==> src/rtl/alu_muldiv_seq_if.sv <==
// alu_muldiv_seq_if: bundles the multiply/divide request, result and ALU-borrow
// signals of alu_muldiv_seq.
//   master : the execute stage / ALU side (drives start, op, a, b, alu_portout)
//   slave  : the sequencer (drives busy, done, hi, lo, div_zero, alu_op/porta/portb)
interface alu_muldiv_seq_if #(
  parameter int WIDTH = 32
);
  logic             start;
  logic             op;
  logic [WIDTH-1:0] a;
  logic [WIDTH-1:0] b;
  logic             busy;
  logic             done;
  logic [WIDTH-1:0] hi;
  logic [WIDTH-1:0] lo;
  logic             div_zero;
  logic [3:0]       alu_op;
  logic [WIDTH-1:0] alu_porta;
  logic [WIDTH-1:0] alu_portb;
  logic [WIDTH-1:0] alu_portout;

  modport master (
    output start, op, a, b, alu_portout,
    input  busy, done, hi, lo, div_zero, alu_op, alu_porta, alu_portb
  );

  modport slave (
    input  start, op, a, b, alu_portout,
    output busy, done, hi, lo, div_zero, alu_op, alu_porta, alu_portb
  );
endinterface

==> src/rtl/alu_muldiv_seq.sv <==
// alu_muldiv_seq: multi-cycle MULTU/DIVU sequencer that borrows the shared
// execute-stage ALU. Each result bit takes two ALU cycles using only ADD, SUB
// and SLTU; carries and borrows are recovered through SLTU.
// Ports:
//   CLK  - clock, rising edge
//   RST  - synchronous active-high reset
//   bus  - alu_muldiv_seq_if.slave: start/op/a/b request, busy/done/div_zero
//          status, hi/lo results, alu_op/alu_porta/alu_portb to the ALU and
//          alu_portout back from it (combinational, same cycle).
module alu_muldiv_seq #(
  parameter int WIDTH = 32
) (
  input  logic               CLK,
  input  logic               RST,
  alu_muldiv_seq_if.slave    bus
);

  localparam int CW = $clog2(WIDTH);

  // aluop_t encodings used by the execute-stage ALU
  localparam logic [3:0] ALU_ADD  = 4'd0;
  localparam logic [3:0] ALU_SUB  = 4'd1;
  localparam logic [3:0] ALU_SLTU = 4'd7;

  typedef enum logic [1:0] {
    S_IDLE = 2'd0,
    S_RUN  = 2'd1,
    S_DONE = 2'd2
  } state_t;

  state_t           state_q, state_d;
  logic [CW-1:0]    count_q, count_d;
  logic             phase_q, phase_d;
  logic             op_q, op_d;
  logic             f_q, f_d;
  logic             dz_q, dz_d;
  logic [WIDTH-1:0] hi_q, hi_d;
  logic [WIDTH-1:0] lo_q, lo_d;
  logic [WIDTH-1:0] d_q, d_d;
  logic [WIDTH-1:0] t_q, t_d;

  logic             accept_s;
  logic             div0_s;
  logic             last_s;
  logic [WIDTH-1:0] addend_s;
  logic [WIDTH-1:0] rem_s;

  // Accept only while not running; a zero divisor short-circuits to DONE
  assign accept_s = bus.start && (state_q != S_RUN);
  assign div0_s   = bus.op && (bus.b == {WIDTH{1'b0}});
  assign last_s   = phase_q && (count_q == CW'(WIDTH - 1));
  assign addend_s = lo_q[0] ? d_q : {WIDTH{1'b0}};
  // Partial remainder shifted left by one, taking in the next dividend bit
  assign rem_s    = {hi_q[WIDTH-2:0], lo_q[WIDTH-1]};

  // State register
  always_ff @(posedge CLK) begin
    if (RST) begin
      state_q <= S_IDLE;
    end else begin
      state_q <= state_d;
    end
  end

  // Next-state logic
  always_comb begin
    state_d = state_q;
    case (state_q)
      S_IDLE, S_DONE: begin
        if (accept_s) begin
          state_d = div0_s ? S_DONE : S_RUN;
        end else begin
          state_d = S_IDLE;
        end
      end
      S_RUN: begin
        if (last_s) begin
          state_d = S_DONE;
        end else begin
          state_d = S_RUN;
        end
      end
      default: state_d = S_IDLE;
    endcase
  end

  // Output logic: status decode and ALU operand/op steering
  always_comb begin
    bus.busy      = (state_q == S_RUN);
    bus.done      = (state_q == S_DONE);
    bus.alu_op    = ALU_ADD;
    bus.alu_porta = {WIDTH{1'b0}};
    bus.alu_portb = {WIDTH{1'b0}};
    if (state_q == S_RUN) begin
      if (!op_q) begin
        // MULTU: phase 0 adds the partial product, phase 1 recovers the carry
        bus.alu_op    = phase_q ? ALU_SLTU : ALU_ADD;
        bus.alu_porta = phase_q ? t_q : hi_q;
        bus.alu_portb = addend_s;
      end else begin
        // DIVU: phase 0 compares, phase 1 subtracts
        bus.alu_op    = phase_q ? ALU_SUB : ALU_SLTU;
        bus.alu_porta = phase_q ? t_q : rem_s;
        bus.alu_portb = d_q;
      end
    end else begin
      bus.alu_op    = ALU_ADD;
      bus.alu_porta = {WIDTH{1'b0}};
      bus.alu_portb = {WIDTH{1'b0}};
    end
  end

  assign bus.hi       = hi_q;
  assign bus.lo       = lo_q;
  assign bus.div_zero = dz_q;

  // Datapath next-state: operand load on accept, one half-iteration per RUN cycle
  always_comb begin
    count_d = count_q;
    phase_d = phase_q;
    op_d    = op_q;
    f_d     = f_q;
    dz_d    = dz_q;
    hi_d    = hi_q;
    lo_d    = lo_q;
    d_d     = d_q;
    t_d     = t_q;
    if (accept_s) begin
      hi_d    = {WIDTH{1'b0}};
      lo_d    = bus.a;
      d_d     = bus.b;
      count_d = {CW{1'b0}};
      phase_d = 1'b0;
      op_d    = bus.op;
      dz_d    = 1'b0;
      if (div0_s) begin
        hi_d = bus.a;
        lo_d = {WIDTH{1'b1}};
        dz_d = 1'b1;
      end else begin
        dz_d = 1'b0;
      end
    end else if (state_q == S_RUN) begin
      phase_d = ~phase_q;
      if (phase_q) begin
        count_d = count_q + CW'(1);
      end else begin
        count_d = count_q;
      end
      case ({op_q, phase_q})
        2'b00: t_d = bus.alu_portout;
        // Carry out of hi+addend is (sum < addend)
        2'b01: begin
          hi_d = {bus.alu_portout[0], t_q[WIDTH-1:1]};
          lo_d = {t_q[0], lo_q[WIDTH-1:1]};
        end
        // Subtract when r >= d, or when a 1 was shifted out of hi
        2'b10: begin
          t_d = rem_s;
          f_d = hi_q[WIDTH-1] | ~bus.alu_portout[0];
        end
        2'b11: begin
          hi_d = f_q ? bus.alu_portout : t_q;
          lo_d = {lo_q[WIDTH-2:0], f_q};
        end
        default: t_d = t_q;
      endcase
    end else begin
      phase_d = phase_q;
    end
  end

  // Datapath registers
  always_ff @(posedge CLK) begin
    if (RST) begin
      count_q <= {CW{1'b0}};
      phase_q <= 1'b0;
      op_q    <= 1'b0;
      f_q     <= 1'b0;
      dz_q    <= 1'b0;
      hi_q    <= {WIDTH{1'b0}};
      lo_q    <= {WIDTH{1'b0}};
      d_q     <= {WIDTH{1'b0}};
      t_q     <= {WIDTH{1'b0}};
    end else begin
      count_q <= count_d;
      phase_q <= phase_d;
      op_q    <= op_d;
      f_q     <= f_d;
      dz_q    <= dz_d;
      hi_q    <= hi_d;
      lo_q    <= lo_d;
      d_q     <= d_d;
      t_q     <= t_d;
    end
  end

endmodule

==> src/flat_wrapper.sv <==
// flat-port wrapper written by rule: the top's interface ports become plain ports
module alu_muldiv_seq_flat 
#(
  parameter int WIDTH = 32
)
  (CLK, RST, bus_start, bus_op, bus_a, bus_b, bus_alu_portout, bus_busy, bus_done, bus_hi, bus_lo, bus_div_zero, bus_alu_op, bus_alu_porta, bus_alu_portb);
  alu_muldiv_seq_if #(.WIDTH(WIDTH)) bus_i ();
  input  logic CLK;
  input  logic RST;
  input wire logic [$bits(bus_i.start)-1:0] bus_start;
  input wire logic [$bits(bus_i.op)-1:0] bus_op;
  input wire logic [$bits(bus_i.a)-1:0] bus_a;
  input wire logic [$bits(bus_i.b)-1:0] bus_b;
  input wire logic [$bits(bus_i.alu_portout)-1:0] bus_alu_portout;
  output wire logic [$bits(bus_i.busy)-1:0] bus_busy;
  output wire logic [$bits(bus_i.done)-1:0] bus_done;
  output wire logic [$bits(bus_i.hi)-1:0] bus_hi;
  output wire logic [$bits(bus_i.lo)-1:0] bus_lo;
  output wire logic [$bits(bus_i.div_zero)-1:0] bus_div_zero;
  output wire logic [$bits(bus_i.alu_op)-1:0] bus_alu_op;
  output wire logic [$bits(bus_i.alu_porta)-1:0] bus_alu_porta;
  output wire logic [$bits(bus_i.alu_portb)-1:0] bus_alu_portb;
  assign bus_i.start = bus_start;
  assign bus_i.op = bus_op;
  assign bus_i.a = bus_a;
  assign bus_i.b = bus_b;
  assign bus_i.alu_portout = bus_alu_portout;
  assign bus_busy = bus_i.busy;
  assign bus_done = bus_i.done;
  assign bus_hi = bus_i.hi;
  assign bus_lo = bus_i.lo;
  assign bus_div_zero = bus_i.div_zero;
  assign bus_alu_op = bus_i.alu_op;
  assign bus_alu_porta = bus_i.alu_porta;
  assign bus_alu_portb = bus_i.alu_portb;
  alu_muldiv_seq #(.WIDTH(WIDTH)) u_core (.CLK(CLK), .RST(RST), .bus(bus_i));
endmodule
==> config.mk <==
export PLATFORM = sky130hd
export DESIGN_NAME = alu_muldiv_seq_flat
export DESIGN_NICKNAME = d
export VERILOG_FILES = /design/src/rtl/alu_muldiv_seq_if.sv /design/src/rtl/alu_muldiv_seq.sv /design/src/flat_wrapper.sv
export SDC_FILE = /design/constraint.sdc
export NUM_CORES = 1
export LEC_CHECK = 0
export CAP_MARGIN = 20
export CELL_PAD_IN_SITES_DETAIL_PLACEMENT = 0
export CELL_PAD_IN_SITES_GLOBAL_PLACEMENT = 1
export CORE_UTILIZATION = 37
export DETAILED_ROUTE_END_ITERATION = 6
export HOLD_SLACK_MARGIN = 0.15
export PLACE_DENSITY = 0.9
export SYNTH_ARGS = -nofsm -noshare
export SYNTH_HDL_FRONTEND = slang
export SYNTH_SLANG_ARGS = --single-unit
==> constraint.sdc <==
create_clock -name CLK -period 5.3 [get_ports CLK]
set_clock_uncertainty 0.15 [all_clocks]
set_input_delay 1.06 -clock CLK [delete_from_list [all_inputs] [get_ports CLK]]
set_output_delay 1.06 -clock CLK [all_outputs]
set_load 0.005 [all_outputs]
Word-level counts from Yosys, hierarchy flattened
Index checks and enable logic that the tools add are counted.
{"block": "classes", "bitwise_logic": 4, "mux": 26, "reduce_logical": 15, "n_eq_ne": 7, "addsub": 1}
{"op": "2-to-1 mux 32 bit", "count": 14}
{"op": "case mux 32 bit (2 select lines)", "count": 3}
{"op": "zero test 32 bit", "count": 1}
{"op": "2-to-1 mux 4 bit", "count": 2}
{"op": "== test 2 bit (second input constant)", "count": 3}
{"op": "2-to-1 mux 2 bit", "count": 3}
{"op": "2-to-1 mux 3 bit", "count": 2}
{"op": "AND reduction 3 bit", "count": 2}
{"op": "adder 5 x 1 -> 5 bit (second input constant)", "count": 1}
{"op": "== test 5 bit (second input constant)", "count": 1}
{"op": "== test 2 x 1 -> 1 bit (second input constant)", "count": 2}
{"op": "zero test 2 bit", "count": 2}
{"op": "case mux 2 bit (2 select lines)", "count": 1}
{"op": "AND reduction 2 bit", "count": 2}
{"op": "nonzero test 2 bit", "count": 2}
{"op": "OR reduction 2 bit", "count": 2}
{"op": "logical AND 1 bit", "count": 3}
{"op": "inverter 1 bit", "count": 3}
{"op": "nonzero test 3 bit", "count": 1}
{"op": "!= test 2 x 1 -> 1 bit (second input constant)", "count": 1}
{"op": "2-to-1 mux 1 bit", "count": 1}
{"op": "bitwise OR 1 bit", "count": 1}
{"block": "totals", "input_bits": 100, "reg_bits": 139, "output_inout_bits": 135, "elab_cells": 63}

Logic depth before layout (Yosys ltp)
{"block": "depth", "ltp_word": 5, "depth_mapped": 9, "depth_no_buf": 6}

Worst setup path after synthesis
No wires, ideal clock.
{"block": "synth_timing", "path_type": "reg-to-output", "from": "register u_core.op_q", "to": "output port bus_alu_op[2]", "stages_incl_launch_ff": 7, "required_ps": 4090, "path_slack_ps": 2522, "t_arrival_ps": 1568, "path_buffers": 3, "path_cell_list": "dfxtp_1 clkbuf_1 buf_2 inv_1 ha_1 and2_1 buf_4"}
{"block": "synth_via", "elab_chain_len": 2}
{"item": "start: declaration", "line_no": "alu_muldiv_seq.sv:34", "rtl": "logic op_q, op_d;"}
{"item": "start signal: assignment", "line_no": "alu_muldiv_seq.sv:188", "rtl": "op_q <= op_d;"}
{"item": "2-to-1 mux 4 bit", "line_no": "alu_muldiv_seq.sv:95", "rtl": "if (!op_q) begin"}
{"item": "2-to-1 mux 4 bit", "line_no": "alu_muldiv_seq.sv:94", "rtl": "if (state_q == S_RUN) begin"}
{"item": "end: declaration", "line_no": "flat_wrapper.sv:20", "rtl": "output wire logic [$bits(bus_i.alu_op)-1:0] bus_alu_op;"}
No other way between the ends.

Worst setup path after layout
{"block": "layout_timing", "from": "register u_core.op_q", "to": "output port bus_alu_porta[27]"}
{"block": "layout_via", "elab_chain_len": 2}
{"item": "2-to-1 mux 32 bit", "line_no": "alu_muldiv_seq.sv:95"}
{"item": "2-to-1 mux 32 bit", "line_no": "alu_muldiv_seq.sv:94"}
{"item": "end: declaration", "line_no": "flat_wrapper.sv:21", "rtl": "output wire logic [$bits(bus_i.alu_porta)-1:0] bus_alu_porta;"}
No other way between the ends.

==> results by group <==
Run status
  • Status: completed

Run
  • Max_cap viols: 0

Finish
  • Fraction of layout cells with a size suffix above 1: under 10%
  • Area delta synth->final: 41.7%
  • Inserted Diodes: 0
  • Layout Nets: roughly 1200

Global routing
  • Largest net degree at the start of global routing: 63
  • Vias in the first global route: a little under 7000
  • Initial antenna violation count: 0
  • GRT overflow: 0
  • First-pass GRT wire length: 37600 microns
  • Tot GR Track Use: around a quarter

Logic synthesis
  • Post-synth EDFFs: 0
  • Synth area leader: dfxtp_1
  • Mapped Area: between 0.007 and 0.008 sq mm
  • Yosys warns: 0
  • Seq cells post-synth: roughly 140
  • Post-Syn Instances: about 900
  • Netlist cell types: between 40 and 50
  • Post-synthesis sequential area ratio: between 30% and 40%
  • Yosys top cell area share: between 30% and 40%
  • Asr flop ratio synth: 0%
  • Syn nets: slightly below 1000
  • Syn avg cell area: between 8 and 9 sq um
  • Most common flop cell mapped by yosys: dfxtp_1
  • Top cells by area, synth: dfxtp_1, mux2i_1, nor2_1

Clock network
  • H-tree Lvls: 4
  • PostCTS Resize Cnt: 0
  • Postcts setup bufs: 0
  • TritonCTS clock tree: built
  • Hold_buf cts: 0
  • CTS Buffer Depth: 2
  • CTS sink count: between 100 and 150
  • Clock Latency Late Sink: ~0.43 ns
  • Number of buffers created by CTS: 17
  • Root Buffer: clkbuf_16
  • CTS clock-pin slew for the worst setup and hold paths: around 0.060 ns

Die
  • Initial Utilization: roughly 38%
  • Core area: about 0.02 sq mm
  • Cell Rows: 51
  • Io pins: 235
  • Die outline height: 143 microns
  • Die width: roughly 140 microns
  • Die Area: slightly above 0.02 sq mm

STA
  • Endpoints failing setup: 0
  • Period minus WS final: 3.82 ns
  • Slew @ Worst Pin: 1.04 ns
  • Final period util: around 72%
  • RSZ-0062 raised after global routing: no
  • Max Slew Vio Count: 0
  • Final hold violations: 0
  • Worst rel slew slack: ~30%
  • TNS Setup: 0 ns
  • Max Clk Rate: ~260 MHz

Detailed routing
  • WL/cell: ~18 microns
  • WL final: approximately 24000 microns
  • # DRC: 0
  • Via-per-instance ratio: 5.55
  • Pre-antenna DRT Iters: 7
  • DRT iter0 DRCs: between 600 and 700
  • Detail Route Antenna Nets: 0
  • Via count: 7434

Worst setup path
  • Worst Path Arrival: 2.61 ns
  • Most used cell, CP: nor2_1
  • Critical path type: reg -> out
  • Worst setup EP type: output pin
  • Highest-delay cell along the critical path: dfxtp_2
  • Crit Path Max Fanout: 20
  • CP peak stage delay: about 0.74 ns
  • Worst path required time: about 4.1 ns
  • Setup crit start kind: register
  • Cells along the critical path: buf_4 -> mux2i_1 -> nor2_1 -> a21oi_1 -> nor2_1 -> clkdlybuf4s50_1

Pwr
  • Leakage power figure: roughly 3.8 nW
  • Max VDD drop: around 230 uV
  • Overall power: 3.01 mW
  • PwrDens: around 290 mW/mm^2

Placement
  • Routability congestion estimate: 0.777
  • Number of port buffers: 233
  • DP Wirelength: around 16000 microns

Min path
  • Worst min-delay path class: reg -> reg
area by class of cell:
class	instances	area (sq um)
Clock buffer	19	443
Clock inverter	13	165
Fill cell	1790	9030
Inverter	37	139
Multi-Input combinational cell	618	4100
Sequential cell	139	2790
Tap cell	265	332
Timing Repair Buffer	248	2470
worst paths after layout:
check	start	end	slack [ns]	cells after the start
max	u_core.op_q	bus_alu_porta[27]	1.48	6
max reg2reg	u_core.op_q	u_core.bus.lo[7]	2.09	6
min reg2reg	u_core.d_q[28]	u_core.d_q[28]	0.30	2
min	u_core.d_q[28]	u_core.d_q[28]	0.30	2
through the flow:
step | setup slack [ns] | cell area [sq um] | hold WS, ns | utilization, % | cells
floorplan | 2.52 | 7360 | 0.282 | - | 881
global placement | 1.45 | 9790 | 0.287 | 50.3 | 1305
detailed placement | 1.39 | 9790 | 0.292 | 50.3 | 1305
CTS | 1.44 | 10400 | 0.300 | 53.4 | 1337
global route | 1.26 | 10400 | 0.320 | 53.6 | 1339
finish | 1.48 | 10400 | 0.299 | 53.6 | 1339
routing by layer:
layer	track usage (%)	part of all wire, %	wire (microns)	vias to the layer above
li1	-	-	-	3602
met1	30.9	44	10800	3486
met2	37.0	45	10800	313
met3	6.30	9.1	2210	33
met4	8.60	1.8	437	0
met5	0	0	0	-
critical path: cells and delay by family, from the launching register on:
family                 cells  cell delay, ns
AND/OR/NAND/NOR            2            0.10
buffers and inverters      2            0.91
flip-flops                 1            0.74
multiplexers               1            0.23
AO/OA/AOI/OAI              1            0.17
Yosys cell counts, types with 3 or more instances:
cell type / n
a311oi_1: 32
nor3_1: 6
a222oi_1: 32
mux2_2: 32
nand2_1: 70
o22ai_1: 32
and2_1: 34
inv_1: 36
a21oi_1: 71
buf_1: 11
nor2_1: 142
ha_1: 6
a211oi_1: 32
buf_6: 3
nor4_1: 5
clkbuf_1: 51
buf_2: 20
dfxtp_1: 139
mux2i_1: 65
o221ai_1: 32
cell families after synthesis:
| kind of cell | share of synthesized area (%) |
|---|---|
| AND/OR/NAND/NOR | 16.8 |
| other | 0.0509 |
| adder cells (fa/ha/maj) | 1.02 |
| AO/OA/AOI/OAI | 23.6 |
| buffers and inverters | 7.07 |
| flip-flops | 37.8 |
| multiplexers | 13.7 |
cells in the final DEF, fill, tap and decap left out, types with 6 or more instances in the layout:
master / Yosys / layout
a222oi_1: 32 / 32
nor3_1: 6 / 6
a21oi_1: 71 / 71
clkbuf_16: 0 / 17
clkdlybuf4s50_1: 0 / 232
mux2i_1: 65 / 65
a311oi_1: 32 / 32
a211oi_1: 32 / 32
buf_4: 2 / 14
o22ai_1: 32 / 32
nand2_1: 70 / 70
mux2_2: 32 / 32
nor2_1: 142 / 140
o221ai_1: 32 / 32
inv_1: 36 / 36
and2_1: 34 / 34
dfxtp_1: 139 / 136
power by group:
part | leakage [nW] | total [mW] | internal [mW] | switching, mW
clock network | 0.286 | 1.24 | 0.755 | 0.487
logic | 2.35 | 0.551 | 0.276 | 0.275
registers | 1.14 | 1.22 | 1.13 | 0.0921
state kept, by name, summed over array words and instances (netlist names):
name                 count
u_core.bus.lo           32
u_core.state_q           2
u_core.d_q              32
u_core.count_q           5
u_core.f_q               1
u_core.bus.hi           32
u_core.op_q              1
u_core.phase_q           1
u_core.t_q              32
u_core.bus.div_zero      1
No activity file was read; power rests on OpenSTA's default activity.
